<file path="src/rtl/vga_console_pkg.sv">
// Shared definitions for the VGA console and its write scheduler:
// scheduler state encoding, ASCII control codes and console geometry.
package vga_console_pkg;

    typedef enum logic [1:0] {
        ST_IDLE        = 2'd0,
        ST_ISSUE       = 2'd1,
        ST_GUARD       = 2'd2,
        ST_WAIT_SCROLL = 2'd3
    } sched_state_t;

    localparam logic [7:0] ASCII_CR  = 8'h0D;
    localparam logic [7:0] ASCII_LF  = 8'h0A;
    localparam logic [7:0] ASCII_TAB = 8'h09;
    localparam logic [7:0] ASCII_SP  = 8'h20;

    // Console geometry, shared with vga_console.
    localparam int CON_MAX_X = 30;
    localparam int CON_MAX_Y = 30;

    // Bytes with bit 7 set are outside the console font and are discarded.
    function automatic logic is_high_byte(input logic [7:0] b);
        return b[7];
    endfunction

endpackage

</file>
<file path="src/rtl/vga_console_sched_if.sv">
// CPU-side character write port of the console scheduler.
//
// Handshake: a byte transfers on a rising clk edge where wr_valid and
// wr_ready are both high. wr_ready does not depend on wr_valid. The master
// holds wr_data stable while wr_valid is high and wr_ready is low.
interface vga_console_sched_if;
    logic       wr_valid;
    logic [7:0] wr_data;
    logic       wr_ready;

    modport master (output wr_valid, output wr_data, input  wr_ready);
    modport slave  (input  wr_valid, input  wr_data, output wr_ready);
endinterface

</file>
<file path="src/rtl/sync_char_fifo.sv">
// Single-clock character FIFO with show-ahead read data and a registered
// occupancy count. A push into a full FIFO is refused even when a pop
// happens in the same cycle.
module sync_char_fifo #(
    parameter int DEPTH = 16,
    parameter int WIDTH = 8
) (
    input  logic                   clk,
    input  logic                   reset,
    input  logic                   push,
    input  logic [WIDTH-1:0]       push_data,
    input  logic                   pop,
    output logic [WIDTH-1:0]       pop_data,
    output logic                   full,
    output logic                   empty,
    output logic [$clog2(DEPTH):0] count
);

    localparam int AW = $clog2(DEPTH);
    localparam logic [AW:0] FULL_CNT = DEPTH[AW:0];

    logic [WIDTH-1:0] mem [DEPTH];
    logic [AW-1:0]    wr_ptr;
    logic [AW-1:0]    rd_ptr;
    logic             push_ok;
    logic             pop_ok;

    assign full     = (count == FULL_CNT);
    assign empty    = (count == '0);
    assign push_ok  = push && !full;
    assign pop_ok   = pop && !empty;
    assign pop_data = mem[rd_ptr];

    // Storage array; contents need no reset because occupancy gates reads.
    always_ff @(posedge clk) begin
        if (push_ok) begin
            mem[wr_ptr] <= push_data;
        end
    end

    // Pointers and occupancy count.
    always_ff @(posedge clk) begin
        if (reset) begin
            wr_ptr <= '0;
            rd_ptr <= '0;
            count  <= '0;
        end else begin
            if (push_ok) begin
                wr_ptr <= wr_ptr + 1'b1;
            end
            if (pop_ok) begin
                rd_ptr <= rd_ptr + 1'b1;
            end
            case ({push_ok, pop_ok})
                2'b10:   count <= count + 1'b1;
                2'b01:   count <= count - 1'b1;
                default: count <= count;
            endcase
        end
    end

endmodule

</file>
<file path="src/rtl/vga_console_sched.sv">
// Write scheduler between the CPU character port and vga_console.
// Buffers bytes, normalises the stream (CR+LF collapse, TAB expansion,
// high-byte drop) and issues single-cycle font_we pulses separated by a
// guard gap, holding off while the console is scrolling.
module vga_console_sched
    import vga_console_pkg::*;
#(
    parameter int FIFO_DEPTH   = 16,
    parameter int TAB_SPACES   = 4,
    parameter int GUARD_CYCLES = 2
) (
    input  logic                        clk,
    input  logic                        reset,
    vga_console_sched_if.slave          wr_if,
    output logic                        font_we,
    output logic [7:0]                  font_data,
    input  logic                        scroll,
    output logic                        busy,
    output logic [7:0]                  drop_count,
    output sched_state_t                dbg_state,
    output logic [$clog2(FIFO_DEPTH):0] dbg_fifo_count
);

    localparam int GW = (GUARD_CYCLES > 1) ? $clog2(GUARD_CYCLES) : 1;
    localparam logic [GW-1:0] GUARD_INIT    = GW'(GUARD_CYCLES - 1);
    localparam logic [3:0]    TAB_REM_INIT  = 4'(TAB_SPACES - 1);

    sched_state_t  state, state_next;
    logic [7:0]    cur_char, cur_char_next;
    logic [3:0]    tab_rem, tab_rem_next;
    logic [GW-1:0] guard_cnt, guard_next;
    logic          prev_cr, prev_cr_next;
    logic          drop_hit;

    logic          fifo_pop;
    logic [7:0]    fifo_head;
    logic          fifo_full;
    logic          fifo_empty;

    sync_char_fifo #(
        .DEPTH (FIFO_DEPTH),
        .WIDTH (8)
    ) u_fifo (
        .clk       (clk),
        .reset     (reset),
        .push      (wr_if.wr_valid),
        .push_data (wr_if.wr_data),
        .pop       (fifo_pop),
        .pop_data  (fifo_head),
        .full      (fifo_full),
        .empty     (fifo_empty),
        .count     (dbg_fifo_count)
    );

    assign wr_if.wr_ready = !fifo_full;
    assign busy           = (state != ST_IDLE) || !fifo_empty;
    assign dbg_state      = state;

    // Scheduler state register.
    always_ff @(posedge clk) begin
        if (reset) begin
            state <= ST_IDLE;
        end else begin
            state <= state_next;
        end
    end

    // Next-state, pop and classification decode.
    always_comb begin
        state_next    = state;
        fifo_pop      = 1'b0;
        cur_char_next = cur_char;
        tab_rem_next  = tab_rem;
        guard_next    = guard_cnt;
        prev_cr_next  = prev_cr;
        drop_hit      = 1'b0;

        case (state)
            ST_IDLE: begin
                if (!fifo_empty && !scroll) begin
                    fifo_pop = 1'b1;
                    if (is_high_byte(fifo_head)) begin
                        drop_hit = 1'b1;
                    end else if (fifo_head == ASCII_LF && prev_cr) begin
                        // LF completing a CR+LF pair: the CR already moved the cursor.
                        prev_cr_next = 1'b0;
                    end else if (fifo_head == ASCII_TAB) begin
                        cur_char_next = ASCII_SP;
                        tab_rem_next  = TAB_REM_INIT;
                        state_next    = ST_ISSUE;
                    end else begin
                        cur_char_next = fifo_head;
                        state_next    = ST_ISSUE;
                    end
                end
            end

            ST_ISSUE: begin
                prev_cr_next = (cur_char == ASCII_CR);
                guard_next   = GUARD_INIT;
                state_next   = ST_GUARD;
            end

            ST_GUARD: begin
                if (guard_cnt == '0) begin
                    // Last guard cycle: a scroll raised by the write just issued is visible now.
                    if (scroll) begin
                        state_next = ST_WAIT_SCROLL;
                    end else if (tab_rem != 4'd0) begin
                        tab_rem_next = tab_rem - 4'd1;
                        state_next   = ST_ISSUE;
                    end else begin
                        state_next = ST_IDLE;
                    end
                end else begin
                    guard_next = guard_cnt - 1'b1;
                end
            end

            ST_WAIT_SCROLL: begin
                if (!scroll) begin
                    if (tab_rem != 4'd0) begin
                        tab_rem_next = tab_rem - 4'd1;
                        state_next   = ST_ISSUE;
                    end else begin
                        state_next = ST_IDLE;
                    end
                end
            end

            default: begin
                state_next = ST_IDLE;
            end
        endcase
    end

    // Datapath registers and registered console outputs.
    always_ff @(posedge clk) begin
        if (reset) begin
            cur_char   <= 8'h00;
            tab_rem    <= 4'd0;
            guard_cnt  <= '0;
            prev_cr    <= 1'b0;
            font_we    <= 1'b0;
            font_data  <= 8'h00;
            drop_count <= 8'h00;
        end else begin
            cur_char  <= cur_char_next;
            tab_rem   <= tab_rem_next;
            guard_cnt <= guard_next;
            prev_cr   <= prev_cr_next;
            font_we   <= (state_next == ST_ISSUE);
            if (state_next == ST_ISSUE) begin
                font_data <= cur_char_next;
            end
            if (drop_hit && drop_count != 8'hFF) begin
                drop_count <= drop_count + 8'd1;
            end
        end
    end

endmodule

</file>
<file path="src/flat_wrapper.sv">
// flat-port wrapper written by rule: the top's interface ports become plain ports
module vga_console_sched_flat import vga_console_pkg::*;
#(
    parameter int FIFO_DEPTH   = 16,
    parameter int TAB_SPACES   = 4,
    parameter int GUARD_CYCLES = 2
)
  (clk, reset, font_we, font_data, scroll, busy, drop_count, dbg_state, dbg_fifo_count, wr_if_wr_valid, wr_if_wr_data, wr_if_wr_ready);
  vga_console_sched_if wr_if_i ();
  input  logic clk;
  input  logic reset;
  output logic font_we;
  output logic [7:0] font_data;
  input  logic scroll;
  output logic busy;
  output logic [7:0] drop_count;
  output sched_state_t dbg_state;
  output logic [$clog2(FIFO_DEPTH):0] dbg_fifo_count;
  input wire logic [$bits(wr_if_i.wr_valid)-1:0] wr_if_wr_valid;
  input wire logic [$bits(wr_if_i.wr_data)-1:0] wr_if_wr_data;
  output wire logic [$bits(wr_if_i.wr_ready)-1:0] wr_if_wr_ready;
  assign wr_if_i.wr_valid = wr_if_wr_valid;
  assign wr_if_i.wr_data = wr_if_wr_data;
  assign wr_if_wr_ready = wr_if_i.wr_ready;
  vga_console_sched #(.FIFO_DEPTH(FIFO_DEPTH), .TAB_SPACES(TAB_SPACES), .GUARD_CYCLES(GUARD_CYCLES)) u_core (.clk(clk), .reset(reset), .wr_if(wr_if_i), .font_we(font_we), .font_data(font_data), .scroll(scroll), .busy(busy), .drop_count(drop_count), .dbg_state(dbg_state), .dbg_fifo_count(dbg_fifo_count));
endmodule
</file>
<file path="config.mk">
export PLATFORM = sky130hd
export DESIGN_NAME = vga_console_sched_flat
export DESIGN_NICKNAME = d
export VERILOG_FILES = /design/src/rtl/vga_console_pkg.sv /design/src/rtl/vga_console_sched_if.sv /design/src/rtl/sync_char_fifo.sv /design/src/rtl/vga_console_sched.sv /design/src/flat_wrapper.sv
export SDC_FILE = /design/constraint.sdc
export NUM_CORES = 1
export LEC_CHECK = 0
export CORE_ASPECT_RATIO = 0.8
export CORE_MARGIN = 2
export CORE_UTILIZATION = 50
export CTS_CLUSTER_SIZE = 10
export DETAILED_ROUTE_END_ITERATION = 8
export GPL_TIMING_DRIVEN = 0
export PLACE_DENSITY = 0.81
export SLEW_MARGIN = 15
export SYNTH_ARGS = -nofsm -noshare
export SYNTH_HDL_FRONTEND = slang
export SYNTH_SLANG_ARGS = --single-unit
</file>
<file path="constraint.sdc">
create_clock -name clk -period 2.8 [get_ports clk]
set_input_delay 0.42 -clock clk [delete_from_list [all_inputs] [get_ports clk]]
set_output_delay 0.42 -clock clk [all_outputs]
set_load 0.02 [all_outputs]
</file>
Word-level counts from Yosys, hierarchy flattened. Memories as Yosys holds them, arrays and structs flattened. A register that Yosys moved wholly into a read port is not among the register bits. Cells that the tools add are included.

Flip-flop bits (word level): 46. Memory bits (writable): 128. Input bits: 12. Output and inout bits: 26. Logic and storage cells: 92. Memories: 1.

Memory list: u_core.u_fifo.mem (words 16, width 8, read ports 1, clocked after Yosys merged registers in 1, wr ports 1, line sync_char_fifo.sv:22) `logic [WIDTH-1:0] mem [DEPTH];`.

Add/subtract/negate cells: 7. Equality and inequality tests: 17. Multiplexer cells: 37. Reductions and logical operators: 19.

Operator list (number): $mux W4 (9); $mux W8 (4); $eq A8 B4 Y1 const B (3); $mux W1 (12); $mux W2 (6); $pmux W4 S3 (1); $pmux W5 S2 (1); $add A4 B1 Y4 const B (2); $add A8 B1 Y8 const B (1); $ne A8 B8 Y1 const B (1); $pmux W2 S4 (1); $reduce_bool A2 Y1 (4); $mux W7 (1); $eq A2 B1 Y1 const B (3); $eq A2 B2 Y1 const B (3); $ne A2 B1 Y1 const B (3); $ne A2 B2 Y1 const B (3); $reduce_and A6 Y1 (1); $add A5 B1 Y5 const B (1); $eq A5 B5 Y1 const B (1); $logic_and A1 B1 Y1 (5); $logic_not A5 Y1 (1); $sub A5 B1 Y5 const B (1); $pmux W1 S2 (2); other kinds (8) (10).

Depth between registers and ports, before layout. Gate-level depths: netlist of run 1.

Word-level depth: 8. Depth in mapped cells: 14. Depth with buffers taken out: 13.

Cells and area by module. A second synthesis of run 1 with hierarchy kept.

Cells, all modules: 496. Area total of the unflattened synthesis: 7683.6 µm².

By module, submodules not included: sync_char_fifo (instances 1, cells each 305, area an instance 5974.5 µm², seq. area each 4184.0 µm²); vga_console_sched (instances 1, cells each 191, area an instance 1709.1 µm², seq. area each 660.6 µm²).

Worst setup path before layout of run 1. No wires, ideal clock.

Path type: reg2reg. Start point: register u_core.u_fifo.count[1]. End point: register u_core.u_fifo.count[2]. Setup time: 71 ps. Arrival time: 3010 ps. Data required time: 2729 ps. Slack: -281 ps. Cell stages (with the launch flop): 13. Buffers on the path: 2. Clock period less this slack: 3081 ps. Cells stage by stage: dfxtp_1 clkbuf_1 or4_1 o211ai_1 inv_2 ha_1 clkbuf_1 xor2_1 ha_1 a31oi_1 xor2_1 or3_1 a21oi_1.

Word-level cells in the longest chain between the ends: 8. Elaborated cells on any way between the ends: 15. Classes of those cells: add/sub: 2; eq/ne: 3; mux: 3; reduce/logical: 7.

Ends and longest elaborated chain: start: declaration (line sync_char_fifo.sv:16) `output logic [$clog2(DEPTH):0] count`; start signal: assignment (line sync_char_fifo.sv:55) `2'b10: count <= count + 1'b1;`; start signal: assignment (line sync_char_fifo.sv:56) `2'b01: count <= count - 1'b1;`; start signal: assignment (line sync_char_fifo.sv:57) `default: count <= count;`; $logic_not A5 Y1 * (line sync_char_fifo.sv:29) `assign empty = (count == '0);`; $logic_not A1 Y1 * (line sync_char_fifo.sv:31, vga_console_sched.sv:80); $logic_and A1 B1 Y1 (line vga_console_sched.sv:80) `if (!fifo_empty && !scroll) begin`; $mux W1 (line vga_console_sched.sv:80); $mux W1 (line vga_console_sched.sv:78) `case (state)`; $logic_and A1 B1 Y1 * (line sync_char_fifo.sv:31) `assign pop_ok = pop && !empty;`; named net u_core.u_fifo.pop_ok (line sync_char_fifo.sv:26) `logic pop_ok;`; $eq A2 B1 Y1 or $eq A2 B2 Y1 (tied branches) (line sync_char_fifo.sv:54) `case ({push_ok, pop_ok})`; $pmux W5 S2 or $reduce_bool A2 Y1 (tied branches).

The timed path passes the listed nets; every way through them passes the cells marked *. A chain may end at the register's enable or synchronous reset.

==> results of run 1 <==
==> state kept, by name (all words and copies together) (netlist names), 2 cells and up, named ones only <==
signal and flops:
u_core.cur_char 8, u_core.dbg_state 2, u_core.drop_count 8, u_core.font_data 8, u_core.tab_rem 4, u_core.u_fifo.count 5
u_core.u_fifo.mem 128, u_core.u_fifo.rd_ptr 4, u_core.u_fifo.wr_ptr 4
==> placed cells by master (no fill, tap or decap), types with 3 or more instances in the layout <==
| cell | netlist | routed |
|---|---|---|
| a211oi_2 | 1 | 7 |
| a21o_1 | 5 | 4 |
| a21oi_1 | 15 | 14 |
| a22o_1 | 3 | 3 |
| a22oi_2 | 2 | 9 |
| a31oi_1 | 6 | 3 |
| and3_1 | 3 | 3 |
| buf_12 | 1 | 6 |
| buf_4 | 0 | 23 |
| buf_8 | 1 | 4 |
| clkbuf_1 | 11 | 7 |
| clkbuf_16 | 0 | 18 |
| clkdlybuf4s50_1 | 0 | 37 |
| clkinv_4 | 0 | 4 |
| dfxtp_1 | 50 | 47 |
| edfxtp_1 | 128 | 128 |
| ha_1 | 14 | 12 |
| inv_1 | 13 | 13 |
| inv_6 | 0 | 3 |
| mux2i_1 | 11 | 3 |
| mux2i_4 | 0 | 7 |
| mux4_1 | 10 | 5 |
| mux4_2 | 22 | 27 |
| nand2_1 | 29 | 25 |
| nand2_2 | 2 | 5 |
| nand2b_1 | 7 | 7 |
| nand3_1 | 3 | 3 |
| nand4_1 | 5 | 5 |
| nor2_1 | 49 | 48 |
| nor2b_1 | 6 | 4 |
| nor3_1 | 15 | 9 |
| nor3_2 | 0 | 6 |
| o21ai_0 | 10 | 8 |
| o21ai_1 | 1 | 3 |
| xnor2_1 | 5 | 5 |
| xor2_1 | 13 | 12 |
==> metal layers <==
layer | global-route usage, % | routed length (um)
met4 | 7.47 | 414
met5 | 0 | 0
met1 | 28.1 | 7100
met2 | 33.2 | 8470
met3 | 4.45 | 1130
==> kinds of logic after synthesis <==
group,after synthesis,synth area share [%]
fa+ha+maj,14,2.33
buf+inv,36,2.43
compound gates,73,7.02
mux,45,11.9
xor+xnor,18,2.10
flops,178,64.5
simple gates,140,9.72
==> tightest hold or removal path, delay by kind of cell (launching register included) <==
family                 cells  cell delay (ns)
AND/OR/NAND/NOR            1             0.05
buffers and inverters      1             0.07
flip-flops                 1             0.33
==> power groups by stage <==
| stage | Sequential (mW) | Clock [mW] | Combinational, mW |
|---|---|---|---|
| final | 3.16 | 2.36 | 2.35 |
| after global placement | 3.17 | 0 | 1.71 |
| after global routing | 3.17 | 2.47 | 2.49 |
| after floorplan | 3.23 | 0 | 1.21 |
| after CTS | 3.13 | 2.36 | 1.96 |
| after detailed placement | 3.18 | 0 | 1.79 |
==> worst max-delay path by stage <==
| stage | start | end | slack, ns |
|---|---|---|---|
| 3_3_place_gp | wr_if_wr_valid | u_core.u_fifo.mem[3][1] | -0.56 |
| 3_5_place_dp | register | u_core.tab_rem[0] | -0.61 |
| 2_1_floorplan | u_core.u_fifo.count[1] | u_core.u_fifo.count[2] | -0.09 |
| 5_1_grt | register | u_core.font_data[0] | -0.13 |
| 4_1_cts | register | u_core.font_data[7] | 0.006 |
| 6_report | register | u_core.font_data[0] | -0.06 |
==> layout make-up <==
class,instances,area (um^2),share of cell area [%]
plain buffers,18,181,1.95
clock buffers,18,429,4.60
clock inverters,14,155,1.66
inverters,14,57.6,0.617
multi-input cells,290,2790,29.9
flip-flops and latches,178,4850,52.0
well taps,189,236,2.54
repair buffers,64,627,6.72
==> timing repair <==
item                                    CTS  global route
setup buffers                            11            11
pin swaps                                14            31
cloned                                    0             2
gates resized for setup                  33            54
endpoints found under the setup margin   28            23
==> through the flow <==
step	total power [mW]	TNS, ns
5_1_grt	8.13	-1.45
4_1_cts	7.45	0
6_report	7.86	-0.358
3_3_place_gp	4.88	-23.14
2_1_floorplan	4.44	-0.180
3_5_place_dp	4.97	-21.35
==> results.md, run 1 <==
* Worst Path Max Fanout at 7
* GRT Util Overall at 20.6%
* Hold wc startpoint: u_core.cur_char[7]
* Final Hold Fails at 0
* P_sw at 2.41 mW
* Fin. max-slew vios at 0
* FF+latch count, synth at 178
* Mapped Area at 0.00751 mm^2
* Hold Path Depth at 2
* Max-slew headroom at 38.9%
* Inst Count DP at 733
* P per Cell Area at 843 mW/mm^2
* Fmax at 349 MHz
* CTS tree: done
* Worst Hold Class: reg2reg
* Pint at 5.45 mW
* Top Ports at 38
* VDD IR max at 0.000512 V
* Outcome: finished, violations left
* RSZ-0062 raised after global routing: yes
* Clock latency on the worst-skew pair at 0.43 ns
* Worst R2R Path Depth at 12
* Starting Density at 50.5%
* Synth async-reset ratio at 0%
* Final Setup Violations at 14
* Core area at 0.0149 mm^2
* Actual transition at the worst max-transition pin at 0.911 ns
* Crit start category: register
* Die W at 141 um
* Vias in the first global route at 4,395
* Router iterations before antenna repair at 5
* R2R Setup Slk at -0.06 ns
* GRT overflow at 0
* First-pass GRT wire length at 24,600 um
* Syn Inst Count at 504
* Yosys top cell by area: edfxtp_1
* WP depth at 12
* Syn nets at 530
* Placement Rows at 40
* Clk sinks at 178
* H-tree levels at 4
* Clock Power Share at 30.0%
* Post-synth top area share at 51.2%
* ANT nets after route at 0
* Cell Chain, Critical Path: buf_12, buf_12, buf_8, mux4_2, a22oi_2, nand2_2, nor4_4, buf_4, a21boi_4, buf_8, mux2i_4, a211oi_2
* Worst Path Arrival at 3.22 ns
* Max Cap Violations at 0
* Synth top cells by count: edfxtp_1, dfxtp_1, nor2_1
* Final Non-Filler Cells at 785
* Cts hold-fix bufs at 0
* Critical-path top delay cell: mux4_2
* PnR worst setup slack at -0.0639 ns
* Yosys synthesis warning count at 0
* Worst EP required at 3.15 ns
* Clock Skews at 0.00911 ns
* Pre-CTS setup slack at -0.609 ns
* Sequential power share at 40.2%
* Design Area, Final at 0.00933 mm^2
* Worst setup EP type: register
* CP bufs+invs at 5
* Fillers at 981
* DR DRC count at 0
* Clock transition at path regs at 0.07 ns
* Final Net Count at 609
* CTS root buffer: clkbuf_16
* Largest net degree at the start of global routing at 17
* Failing checks: negative setup slack
* Lkg Pwr at 3.11 nW
* Sw Ratio at 30.7%
* Top FF cell, synth: edfxtp_1
* Minimum clock period at 2.86 ns
* Max incr delay on CP at 0.52 ns
* Mean post-synth cell area at 14.9 um^2
* Die ar. at 0.0160 mm^2
* Initial antenna violation count at 0
* Placed Area at 0.00821 mm^2
* Ant diodes at 0
* Routed length per instance at 21.8 um
* Number of synthesized flops with an enable pin at 128
* Most frequent cell after synthesis: edfxtp_1
* Chip height at 114 um
* Power share of the combinational group at 29.9%
* Area growth, synth to finish at 24.2%
* Via-to-Cell Ratio at 6.10
* Cell family with most CP delay: buffers and inverters
* Seq/Total Area, Yosys at 64.5%
* Number of buffers created by CTS at 17
* Synth area leaders: edfxtp_1, dfxtp_1, mux4_2
* Ratio of cells with drive above 1 in the final layout at 27.7%
* Max clock buf depth at 2
* Crit share post-route at 102%
* Vias at 4,788
* Hold EP: u_core.cur_char[7]
* Hold slack final at 0.494 ns
* RePlAce Congestion at 0.807
* Final core occ at 62.7%
* Hpwl dp at 10,400 um
* Drt initial violations at 539
* Number of I/O port buffers at 37
* FF-to-FF End: u_core.font_data[0]
* Netlist cell types at 65
* DRT Wirelength at 17,100 um
* Kind of critical path: reg2reg
(Power assumes the default switching activity.)
==> run 2: changes to the inputs <==
--- a/config.mk
+++ b/config.mk
@@ -12,7 +12,7 @@
 export DETAILED_ROUTE_END_ITERATION = 8
 export GPL_TIMING_DRIVEN = 0
 export PLACE_DENSITY = 0.81
-export SLEW_MARGIN = 15
+export SLEW_MARGIN = 20
 export SYNTH_ARGS = -nofsm -noshare
 export SYNTH_HDL_FRONTEND = slang
 export SYNTH_SLANG_ARGS = --single-unit
==> results of run 2 <==
Same layout as run 1: the final DEF is identical, and so are final timing and power.
